[src/rtl/mult_div_unit.sv]
// Iterative MULT/MULTU/DIV/DIVU unit that owns the HI/LO registers; one start/done handshake.
// Optional build macro MDU_EARLY_TERM_EN: multiply stops once the remaining multiplier bits are zero.
module mult_div_unit #(
    parameter int unsigned WIDTH = 32
) (
    input  logic             clock,
    input  logic             reset,
    input  logic             start,
    input  logic [1:0]       op,
    input  logic [WIDTH-1:0] a,
    input  logic [WIDTH-1:0] b,
    output logic             busy,
    output logic             done,
    output logic             div_zero,
    output logic [WIDTH-1:0] hi,
    output logic [WIDTH-1:0] lo
);

    localparam int unsigned CNT_W = $clog2(WIDTH + 1);
    localparam int unsigned W2    = 2 * WIDTH;

    typedef enum logic [1:0] {
        S_IDLE = 2'd0,
        S_MUL  = 2'd1,
        S_DIV  = 2'd2,
        S_FIX  = 2'd3
    } state_t;

    state_t           state;
    logic [CNT_W-1:0] cnt;
    logic             is_div;
    logic             neg_lo;
    logic             neg_hi;
    logic             dz;
    // acc holds the product for MUL and {remainder, quotient} for DIV
    logic [W2-1:0]    acc;
    logic [W2-1:0]    mcand;
    // multiplier magnitude for MUL, divisor magnitude for DIV
    logic [WIDTH-1:0] mplier;

    logic             signed_op;
    logic             a_neg;
    logic             b_neg;
    logic [WIDTH-1:0] a_mag;
    logic [WIDTH-1:0] b_mag;
    logic [W2-1:0]    mul_sum;
    logic [WIDTH:0]   shifted;
    logic [WIDTH:0]   diff;
    logic [W2-1:0]    div_next;
    logic [WIDTH-1:0] quo;
    logic [WIDTH-1:0] rem;

    // Operand magnitudes and one iteration step of each datapath
    always_comb begin
        signed_op = ~op[0];
        a_neg     = signed_op & a[WIDTH-1];
        b_neg     = signed_op & b[WIDTH-1];
        a_mag     = a_neg ? WIDTH'(-a) : a;
        b_mag     = b_neg ? WIDTH'(-b) : b;
        mul_sum   = acc + (mplier[0] ? mcand : '0);
        shifted   = {acc[W2-1:WIDTH], acc[WIDTH-1]};
        diff      = shifted - {1'b0, mplier};
        if (!diff[WIDTH]) begin
            div_next = {diff[WIDTH-1:0], acc[WIDTH-2:0], 1'b1};
        end else begin
            div_next = {shifted[WIDTH-1:0], acc[WIDTH-2:0], 1'b0};
        end
        quo = acc[WIDTH-1:0];
        rem = acc[W2-1:WIDTH];
    end

    always_ff @(posedge clock or posedge reset) begin
        if (reset) begin
            state    <= S_IDLE;
            cnt      <= '0;
            is_div   <= 1'b0;
            neg_lo   <= 1'b0;
            neg_hi   <= 1'b0;
            dz       <= 1'b0;
            acc      <= '0;
            mcand    <= '0;
            mplier   <= '0;
            busy     <= 1'b0;
            done     <= 1'b0;
            div_zero <= 1'b0;
            hi       <= '0;
            lo       <= '0;
        end else begin
            done <= 1'b0;
            case (state)
                S_IDLE: begin
                    if (start) begin
                        busy     <= 1'b1;
                        div_zero <= 1'b0;
                        cnt      <= CNT_W'(WIDTH);
                        is_div   <= op[1];
                        neg_lo   <= a_neg ^ b_neg;
                        neg_hi   <= a_neg;
                        mplier   <= b_mag;
                        dz       <= 1'b0;
                        if (!op[1]) begin
                            acc   <= '0;
                            mcand <= {{WIDTH{1'b0}}, a_mag};
                            state <= S_MUL;
                        end else begin
                            acc <= {{WIDTH{1'b0}}, a_mag};
                            if (b == '0) begin
                                dz    <= 1'b1;
                                state <= S_FIX;
                            end else begin
                                state <= S_DIV;
                            end
                        end
                    end
                end
                S_MUL: begin
                    acc    <= mul_sum;
                    mcand  <= mcand << 1;
                    mplier <= mplier >> 1;
                    cnt    <= cnt - CNT_W'(1);
                    if (cnt == CNT_W'(1)) begin
                        state <= S_FIX;
`ifdef MDU_EARLY_TERM_EN
                    end else if (mplier[WIDTH-1:1] == '0) begin
                        state <= S_FIX;
`endif
                    end
                end
                S_DIV: begin
                    acc <= div_next;
                    cnt <= cnt - CNT_W'(1);
                    if (cnt == CNT_W'(1)) begin
                        state <= S_FIX;
                    end
                end
                S_FIX: begin
                    // Sign correction and result write-back; div-by-zero leaves hi/lo untouched
                    busy  <= 1'b0;
                    done  <= 1'b1;
                    state <= S_IDLE;
                    if (dz) begin
                        div_zero <= 1'b1;
                    end else if (is_div) begin
                        lo <= neg_lo ? WIDTH'(-quo) : quo;
                        hi <= neg_hi ? WIDTH'(-rem) : rem;
                    end else begin
                        {hi, lo} <= neg_lo ? W2'(-acc) : acc;
                    end
                end
                default: state <= S_IDLE;
            endcase
        end
    end

endmodule

[config.mk]
export PLATFORM = sky130hd
export DESIGN_NAME = mult_div_unit
export DESIGN_NICKNAME = d
export VERILOG_FILES = /design/src/rtl/mult_div_unit.sv
export SDC_FILE = /design/constraint.sdc
export NUM_CORES = 1
export LEC_CHECK = 0
export ABC_CLOCK_PERIOD_IN_PS = 7260
export CAP_MARGIN = 20
export CORE_MARGIN = 3
export CORE_UTILIZATION = 45
export DETAILED_ROUTE_END_ITERATION = 6
export GPL_TIMING_DRIVEN = 0
export PLACE_DENSITY = 0.72
export SYNTH_ARGS = -nofsm -noshare
export SYNTH_HDL_FRONTEND = slang
export SYNTH_SLANG_ARGS = --single-unit
export TNS_END_PERCENT = 1
[constraint.sdc]
create_clock -name clock -period 7.26 [get_ports clock]
set_input_delay 1.089 -clock clock [delete_from_list [all_inputs] [get_ports clock]]
set_output_delay 1.089 -clock clock [all_outputs]
set_load 0.05 [all_outputs]
==> impl_metrics.py, run 1 <==
metrics = {
    "logic_synthesis": {
        "ys_types": 83,
        "ys_ff_latch": 239,
        "synth_warnings": 0,
        "ys_async_sr_fraction_pct": 100,
        "synth_ff_type": "dfrtp_1",
        "synthesis.nets": 2654,
        "seq_area_frac_synth_pct": 30.6,
        "avgSynthCellArea_sq_um": 7.89,
        "syn-cell-area_sq_um": 19500,
        "synth_edf_count": 0,
        "synthCells": 2478,
    },
    "timing": {
        "grt_setup_unrepaired": "false",
        "slew_headroom_pct": 26.8,
        "worst_pin_slew_ns": 1.10,
        "slew_viol_final": 0,
        "whs_ns": 0.475,
        "clock_skew_ns": 0.0281,
        "setup_slack_ns": 1.74,
        "max_freq_mhz": 181,
        "fin_crit_sh_pct": 76.1,
        "hold_violations": 0,
        "period_needed_ns": 5.52,
        "setup_tns_ns": 0,
        "finalSetupViolCount": 0,
    },
    "floorplan": {
        "coreArea_sq_um": 42400,
        "die_area_sq_um": 46000,
        "initial_core_util_pct": 46.1,
        "pin_count": 136,
        "num_rows": 75,
        "die_x_um": 214,
        "dieHeight_um": 214,
    },
    "routing": {
        "drc_errors": 0,
        "ant_nets": 0,
        "firstDrtPassIters": 5,
        "vias_per_cell": 6.09,
        "first_iter_violations": 2000,
        "vias": 19796,
        "wl_per_cell_um": 21.9,
        "wl_mm": 71.2,
    },
    "setup_path": {
        "crit_slowest_cell": "clkbuf_1",
        "worstPathCellList": "clkbuf_1, clkbuf_1, and2_1, ha_1, inv_1, fa_1, nor2b_1, o211ai_1, a2111o_1, o211ai_1, a41o_1, a32oi_1, a221oi_1, a311oi_1, xnor2_1, a221o_1",
        "cp.arrival_ns": 6.00,
        "crit_path_start_kind": "flop",
        "cp_max_fo": 10,
        "cp.required_ns": 7.73,
        "path_class": "flop to flop",
        "cpPeakStageDelay_ns": 0.62,
        "end_kind": "flop",
    },
    "global_route": {
        "grt_first_pass_wirelength_mm": 110,
        "grtUsageTotal_pct": 29.9,
        "grt_max_degree": 45,
        "antenna_found_initial": 0,
        "grt_pass1_vias": 18882,
        "grt.overflow.total": 0,
    },
    "finish": {
        "final_cell_mix": "nand2_1, dfrtp_1, o21ai_0",
        "layout_commonest_cell": "nand2_1",
        "fin_util_pct": 53.8,
        "n_antenna_cell": 0,
        "finalNetCount": 2827,
        "layout-drive-gt1-share_pct": 3.66,
        "final_cells": 3252,
        "finalInstanceArea_sq_um": 22800,
        "syn_to_final_growth_pct": 16.7,
    },
    "cts": {
        "cts_tree": "yes",
        "cts_root_buf": "clkbuf_16",
        "clk_pin_slew_ns": 0.06,
        "cts_buffers": 30,
        "clock_latency_ns": 0.59,
        "htree_levels": 1,
        "ctsResizeCount": 0,
        "cts_setup_buffers": 0,
        "cts.sinks": 239,
        "cts_hold_buf": 0,
        "cts_buffer_depth": 3,
    },
    "place": {
        "hpwlAfterDp_mm": 56.0,
        "dp.cells": 3195,
        "gp_congestion": 0.999,
        "place_area_sq_um": 21700,
        "place_ws_ns": 1.82,
        "io_buffers": 134,
    },
    "min_path": {
        "worstHoldPathType": "flop to flop",
    },
    "flow_run": {
        "cap_violations": 0,
    },
    "pwr": {
        "power_density_nw_per_um2": 414,
        "p_leak_nw": 10.1,
        "fin_total_pwr_mw": 9.45,
        "ir_drop_v": 0.000216,
    },
    "outcome": {
        "status": "complete, no violations",
    },
}
## worst max-delay path: cells and delay by family (launching register included)
family / cells / cell delay (ns)
compound gates: 8 / 2.57
fa+ha+maj: 2 / 0.58
xor+xnor: 1 / 0.19
buf+inv: 3 / 1.17
simple gates: 2 / 0.43
flops: 1 / 0.46
## registers in the layout, summed over array words and instances, names as in the netlist
register / flops
neg_hi: 1
done: 1
neg_lo: 1
mplier: 32
hi: 32
acc: 64
div_zero: 1
lo: 32
cnt: 6
state: 2
dz: 1
is_div: 1
busy: 1
mcand: 64
## report_power, final
part / total, mW / switching [mW] / internal (mW)
Clock: 1.62 / 0.639 / 0.982
Combinational: 5.54 / 3.71 / 1.83
Sequential: 2.29 / 0.506 / 1.78
Total: 9.45 / 4.86 / 4.59
## worst paths after layout
kind | slack (ns) | to | startpoint | cells after the start
max | 1.74 | acc[62]$_DFFE_PP0P_ | mplier[0]$_DFFE_PP0P_ | 16
max in group asynchronous | 5.00 | mplier[16]$_DFFE_PP0P_ | reset | 6
max reg2reg | 1.74 | acc[62]$_DFFE_PP0P_ | mplier[0]$_DFFE_PP0P_ | 16
min reg2reg | 0.48 | hi[19]$_DFFE_PP0P_ | hi[19]$_DFFE_PP0P_ | 2
min | 0.48 | hi[19]$_DFFE_PP0P_ | hi[19]$_DFFE_PP0P_ | 2
min in group asynchronous | 0.87 | lo[8]$_DFFE_PP0P_ | reset | 2
## final cells by class
type,count,area [sq um]
buffer,152,587
clock buffer,40,870
clock inverter,16,203
fill,4055,19600
inverter,74,282
multi-input combinational,2013,12700
sequential,239,5980
tap,577,722
timing repair buffer,141,1470
## metal layers
| layer | vias up | part of all wire [%] | global-route usage, % |
|---|---|---|---|
| li1 | 9247 | - | - |
| met3 | 136 | 8.1 | 5.00 |
| met5 | - | 0 | 0 |
| met1 | 9578 | 45 | 42.4 |
| met4 | 0 | 3.3 | 9.54 |
| met2 | 835 | 44 | 46.8 |
## synthesized netlist by cell type (12+ instances only)
cell,number,share of area (%)
xnor2_1,93,4.2
dfrtp_1,239,31
clkbuf_1,115,2.2
a221oi_1,19,0.85
ha_1,105,6.7
o41ai_1,13,0.58
o21bai_1,16,0.61
nand2b_1,20,0.64
nand4_1,36,1.2
a21oi_1,202,5.2
o21a_1,13,0.50
nand3_1,70,1.8
inv_1,73,1.4
buf_2,13,0.33
o31ai_1,28,1.1
nor2b_1,21,0.67
nor3_1,42,1.1
or4_1,14,0.54
mux2i_1,61,3.1
a31oi_1,23,0.74
xor2_1,110,4.9
nor4_1,24,0.77
buf_1,24,0.46
nand2_1,328,6.3
or3_1,28,0.90
o221ai_1,12,0.54
a21o_1,59,2.3
and2_1,71,2.3
a22oi_1,19,0.73
o21ai_0,230,5.9
nor2_1,204,3.9
## cell families (layout without fill, tap and decap cells)
| group | after synthesis | count (layout) | synth area share, % |
|---|---|---|---|
| simple gates | 891 | 891 | 21.3 |
| fa+ha+maj | 107 | 107 | 6.93 |
| flops | 239 | 239 | 30.6 |
| xor+xnor | 203 | 203 | 9.10 |
| mux | 64 | 64 | 3.30 |
| buf+inv | 226 | 423 | 4.42 |
| compound gates | 748 | 748 | 24.4 |
Note: power is estimated with default switching activity, not from simulation.
==> run 2: changes to the inputs <==
--- a/config.mk
+++ b/config.mk
@@ -5,13 +5,13 @@
 export SDC_FILE = /design/constraint.sdc
 export NUM_CORES = 1
 export LEC_CHECK = 0
-export ABC_CLOCK_PERIOD_IN_PS = 7260
+export ABC_CLOCK_PERIOD_IN_PS = 5600
 export CAP_MARGIN = 20
 export CORE_MARGIN = 3
 export CORE_UTILIZATION = 45
 export DETAILED_ROUTE_END_ITERATION = 6
 export GPL_TIMING_DRIVEN = 0
-export PLACE_DENSITY = 0.72
+export PLACE_DENSITY = 0.7
 export SYNTH_ARGS = -nofsm -noshare
 export SYNTH_HDL_FRONTEND = slang
 export SYNTH_SLANG_ARGS = --single-unit
==> constraint.sdc (replaced) <==
create_clock -name clock -period 5.6 [get_ports clock]
set_input_delay 0.84 -clock clock [delete_from_list [all_inputs] [get_ports clock]]
set_output_delay 0.84 -clock clock [all_outputs]
set_load 0.05 [all_outputs]
==> impl_metrics.py, run 2 (same netlist as run 1, synthesis figures left out) <==
metrics = {
    "cts": {
        "cts_tree": "yes",
        "clk_pin_slew_ns": 0.07,
        "htree_levels": 1,
        "cts_buffers": 29,
        "cts_root_buf": "clkbuf_16",
        "cts_setup_buffers": 0,
        "cts_buffer_depth": 3,
        "cts.sinks": 239,
        "clock_latency_ns": 0.58,
    },
    "finish": {
        "finalInstanceArea_sq_um": 22700,
        "reg_top3": "acc (64), mcand (64)",
        "final_cell_mix": "nand2_1, dfrtp_1, o21ai_0",
        "multi_input_area_sq_um": 12700,
        "syn_to_final_growth_pct": 16.4,
        "finalNetCount": 2827,
        "layout-drive-gt1-share_pct": 3.67,
        "n_fill_cell": 4059,
        "seq_area_sq_um": 5980,
        "n_antenna_cell": 0,
        "layout_commonest_cell": "nand2_1",
    },
    "floorplan": {
        "pin_count": 136,
        "coreArea_sq_um": 42400,
        "dieHeight_um": 214,
        "die_area_sq_um": 46000,
        "die_x_um": 214,
        "num_rows": 75,
        "initial_core_util_pct": 46.1,
    },
    "setup_path": {
        "reg2reg_depth": 16,
        "cp.arrival_ns": 5.67,
        "end_kind": "flop",
        "crit_path_start_kind": "flop",
        "cpMostUsedCell": "o211ai_1",
        "rrSetupSlack_ns": 0.40,
        "cpPeakStageDelay_ns": 0.51,
        "crit_buf_inv": 3,
        "path_delay_family": "compound AO/OA/AOI/OAI gates",
        "worstPathCellList": "clkbuf_2, clkbuf_1, and2_1, ha_1, inv_1, fa_1, nor2b_1, o211ai_1, a2111o_1, o211ai_1, a41o_1, a32oi_1, a221oi_1, a311oi_1, xnor2_1, a221o_1",
        "r2r-start": "mplier[0]$_DFFE_PP0P_",
        "path_class": "flop to flop",
        "cp.required_ns": 6.07,
        "timing.rr.end": "acc[62]$_DFFE_PP0P_",
        "cp_max_fo": 10,
        "crit_slowest_cell": "a221oi_1",
    },
    "global_route": {
        "grt_first_pass_wirelength_mm": 108,
        "grtUsageTotal_pct": 29.3,
        "grt_pass1_vias": 18906,
        "antenna_found_initial": 0,
        "grt_max_degree": 43,
        "grt.overflow.total": 0,
    },
    "timing": {
        "clock_skew_ns": 0.0147,
        "hold_violations": 0,
        "finalSetupViolCount": 0,
        "worst_pin_slew_ns": 1.08,
        "slew_headroom_pct": 28.1,
        "max_freq_mhz": 192,
        "whs_ns": 0.476,
        "setup_tns_ns": 0,
        "slew_viol_final": 0,
        "fin_crit_sh_pct": 92.8,
        "grt_setup_unrepaired": "false",
        "period_needed_ns": 5.20,
    },
    "outcome": {
        "status": "complete, no violations",
    },
    "routing": {
        "ant_nets": 0,
        "wl_per_cell_um": 21.4,
        "drc_errors": 0,
        "firstDrtPassIters": 7,
        "vias": 19769,
        "first_iter_violations": 2152,
        "wl_mm": 69.6,
        "vias_per_cell": 6.08,
    },
    "place": {
        "gp_congestion": 0.998,
        "hpwlAfterDp_mm": 54.9,
        "io_buffers": 134,
        "place_area_sq_um": 21800,
    },
    "min_path": {
        "worstHoldPathType": "flop to flop",
        "holdPathEnd": "hi[18]$_DFFE_PP0P_",
        "min_from": "hi[18]$_DFFE_PP0P_",
        "hold_path_depth": 2,
    },
    "pwr": {
        "fin_total_pwr_mw": 12.1,
        "power_density_nw_per_um2": 530,
        "ir_drop_v": 0.000300,
        "p_leak_nw": 10.1,
    },
    "flow_run": {
        "cap_violations": 0,
    },
}
-- run 2: area by class of cell --
class                           count  share of cell area, %
Buffer                            152                   2.59
Sequential cell                   239                   26.3
Timing Repair Buffer              142                   6.57
Multi-Input combinational cell   2013                   55.8
Inverter                           74                   1.24
Clock inverter                     12                  0.528
Clock buffer                       40                   3.81
Tap cell                          577                   3.17
-- run 2: how the worst max path moves through the flow --
stage                          start                     to  depth (start not counted)
2_1_floorplan                  reset     acc[0]$_DFFE_PP0P_                          1
3_3_place_gp                   reset  mplier[3]$_DFFE_PP0P_                          2
3_5_place_dp   mplier[0]$_DFFE_PP0P_    acc[62]$_DFFE_PP0P_                         16
4_1_cts        mplier[0]$_DFFE_PP0P_    acc[62]$_DFFE_PP0P_                         16
5_1_grt        mplier[0]$_DFFE_PP0P_    acc[62]$_DFFE_PP0P_                         16
6_report       mplier[0]$_DFFE_PP0P_    acc[62]$_DFFE_PP0P_                         16
-- run 2: power breakdown --
part | leakage [nW] | internal (mW) | switching, mW | total (mW)
Sequential | 3.07 | 2.31 | 0.653 | 2.97
Clock | 0.495 | 1.17 | 0.799 | 1.96
Combinational | 6.55 | 2.37 | 4.77 | 7.14
Total | 10.1 | 5.85 | 6.22 | 12.1
-- run 2: routing by layer --
| layer | global-route usage [%] | share of wire, % | up-vias |
|---|---|---|---|
| met1 | 41.8 | 44 | 9490 |
| met5 | 0 | 0 | - |
| met2 | 45.8 | 44 | 879 |
| li1 | - | - | 9244 |
| met4 | 9.69 | 3.7 | 0 |
| met3 | 4.29 | 8.3 | 156 |
-- run 2: what timing repair did --
| item | 4_1_cts | 5_1_grt |
|---|---|---|
| hold buffers | 0 | 0 |
| resized for setup | 0 | 2 |
| setup endpoints to repair | 0 | 1 |
-- run 2: worst register-to-register path: cells and delay by family (launching register included) --
kind            cells  cell delay, ns
compound gates      8            2.55
xor+xnor            1            0.17
fa+ha+maj           2            0.56
buf+inv             3            0.90
flops               1            0.47
simple gates        2            0.43
-- run 2: stage by stage --
stage | setup slack, ns | utilization (%) | std cells
floorplan | 1.63 | - | 2478
global placement | -0.180 | 50.9 | 3189
detailed placement | 0.243 | 51.3 | 3196
CTS | 0.220 | 53.6 | 3248
global route | 0.153 | 53.6 | 3249
finish | 0.403 | 53.6 | 3249
==> run 3: changes to the inputs <==
--- a/config.mk
+++ b/config.mk
@@ -12,6 +12,8 @@
 export DETAILED_ROUTE_END_ITERATION = 6
 export GPL_TIMING_DRIVEN = 0
 export PLACE_DENSITY = 0.7
+export SKIP_CTS_REPAIR_TIMING = 1
+export SLEW_MARGIN = 20
 export SYNTH_ARGS = -nofsm -noshare
 export SYNTH_HDL_FRONTEND = slang
 export SYNTH_SLANG_ARGS = --single-unit
==> impl_metrics.py, run 3 (same netlist as run 1, synthesis figures left out) <==
metrics = {
    "flow_run": {
        "cap_violations": 0,
    },
    "timing": {
        "finalSetupViolCount": 0,
        "period_needed_ns": 5.30,
        "slew_headroom_pct": 20.4,
        "clock_skew_ns": 0.0240,
        "setup_tns_ns": 0,
        "setup_slack_ns": 0.299,
        "grt_setup_unrepaired": "false",
        "slew_viol_final": 0,
        "worst_pin_slew_ns": 1.19,
        "whs_ns": 0.475,
        "hold_violations": 0,
        "max_freq_mhz": 189,
        "fin_crit_sh_pct": 94.7,
    },
    "routing": {
        "vias": 19605,
        "first_iter_violations": 1991,
        "drc_errors": 0,
        "firstDrtPassIters": 5,
        "ant_nets": 0,
        "wl_mm": 69.4,
        "vias_per_cell": 6.03,
        "wl_per_cell_um": 21.4,
    },
    "finish": {
        "finalNetCount": 2827,
        "n_antenna_cell": 0,
        "seq_area_sq_um": 5980,
        "layout-drive-gt1-share_pct": 3.63,
        "final_cell_mix": "nand2_1, dfrtp_1, o21ai_0",
        "layout_commonest_cell": "nand2_1",
        "syn_to_final_growth_pct": 16.8,
        "reg_top3": "acc (64), mcand (64)",
        "final_cells": 3250,
        "n_fill_cell": 4053,
        "multi_input_area_sq_um": 12700,
    },
    "cts": {
        "cts_buffer_depth": 3,
        "cts_root_buf": "clkbuf_16",
        "cts_tree": "yes",
        "cts.sinks": 239,
        "cts_buffers": 29,
        "htree_levels": 1,
        "clk_pin_slew_ns": 0.06,
        "clock_latency_ns": 0.58,
    },
    "place": {
        "place_ws_ns": 0.232,
        "dp.cells": 3197,
        "io_buffers": 134,
        "hpwlAfterDp_mm": 54.9,
        "gp_congestion": 0.998,
    },
    "setup_path": {
        "cp.arrival_ns": 5.77,
        "path_class": "flop to flop",
        "crit_buf_inv": 3,
        "crit_path_start_kind": "flop",
        "path_delay_family": "compound AO/OA/AOI/OAI gates",
        "cp_max_fo": 10,
        "timing.rr.end": "acc[62]$_DFFE_PP0P_",
        "crit_slowest_cell": "a221oi_1",
        "rrSetupSlack_ns": 0.30,
        "cp.required_ns": 6.06,
        "cpPeakStageDelay_ns": 0.58,
        "r2r-start": "mplier[0]$_DFFE_PP0P_",
        "worstPathCellList": "clkbuf_2, clkbuf_1, and2_1, ha_1, inv_1, fa_1, nor2b_1, o211ai_1, a2111o_1, o211ai_1, a41o_1, a32oi_1, a221oi_1, a311oi_1, xnor2_1, a221o_1",
        "reg2reg_depth": 16,
        "cpMostUsedCell": "o211ai_1",
        "end_kind": "flop",
    },
    "floorplan": {
        "die_area_sq_um": 46000,
        "initial_core_util_pct": 46.1,
        "die_x_um": 214,
        "coreArea_sq_um": 42400,
        "pin_count": 136,
        "num_rows": 75,
        "dieHeight_um": 214,
    },
    "global_route": {
        "grtUsageTotal_pct": 29.3,
        "grt_pass1_vias": 18880,
        "antenna_found_initial": 1,
        "grt_max_degree": 35,
        "grt.overflow.total": 0,
        "grt_first_pass_wirelength_mm": 108,
    },
    "outcome": {
        "status": "complete, no violations",
    },
    "pwr": {
        "ir_drop_v": 0.000294,
        "p_leak_nw": 10.1,
        "power_density_nw_per_um2": 533,
    },
    "min_path": {
        "holdPathEnd": "hi[18]$_DFFE_PP0P_",
        "min_from": "hi[18]$_DFFE_PP0P_",
        "hold_path_depth": 2,
        "worstHoldPathType": "flop to flop",
    },
}
[run 3: worst min-delay path: stages, from the launching register on]
cell and delay, ns:
dfrtp_1 0.34, nand2_1 0.04, o21ai_0 0.06
[run 3: where the power goes]
group          internal [mW]  switching (mW)
sequential              2.31           0.647
combinational           2.37            4.77
clock                   1.26           0.800
[run 3: metrics by stage]
| stage | utilization, % | power, mW | instance area [sq um] |
|---|---|---|---|
| 6_report | 53.8 | 12.2 | 22800 |
| 5_1_grt | 53.8 | 13.0 | 22800 |
| 4_1_cts | 53.8 | 12.1 | 22800 |
| 3_5_place_dp | 51.4 | 9.98 | 21800 |
| 3_3_place_gp | 50.9 | 9.84 | 21600 |
| 2_1_floorplan | - | 7.68 | 19500 |
[run 3: layer usage]
metal / wire length [um] / part of all wire [%] / GRT usage [%]
met5: 0 / 0 / 0
met4: 2680 / 3.9 / 10.8
met3: 5750 / 8.3 / 4.42
met2: 30200 / 43 / 45.2
met1: 30800 / 44 / 41.6
[run 3: final cells by class]
type	count	share of cell area, %
Buffer	152	2.58
Timing Repair Buffer	142	6.65
Inverter	74	1.23
Clock buffer	39	3.61
Tap cell	577	3.16
Sequential cell	239	26.2
Clock inverter	14	0.905
Multi-Input combinational cell	2013	55.7
[run 3: worst max path at each step]
| stage | start | cells past startpoint | slack (ns) | end |
|---|---|---|---|---|
| 2_1_floorplan | reset | 1 | 1.63 | acc[0]$_DFFE_PP0P_ |
| 5_1_grt | mplier[0]$_DFFE_PP0P_ | 16 | 0.15 | acc[62]$_DFFE_PP0P_ |
| 4_1_cts | mplier[0]$_DFFE_PP0P_ | 16 | 0.21 | acc[62]$_DFFE_PP0P_ |
| 3_5_place_dp | mplier[0]$_DFFE_PP0P_ | 16 | 0.23 | acc[62]$_DFFE_PP0P_ |
| 6_report | mplier[0]$_DFFE_PP0P_ | 16 | 0.30 | acc[62]$_DFFE_PP0P_ |
| 3_3_place_gp | reset | 2 | -0.18 | mplier[3]$_DFFE_PP0P_ |
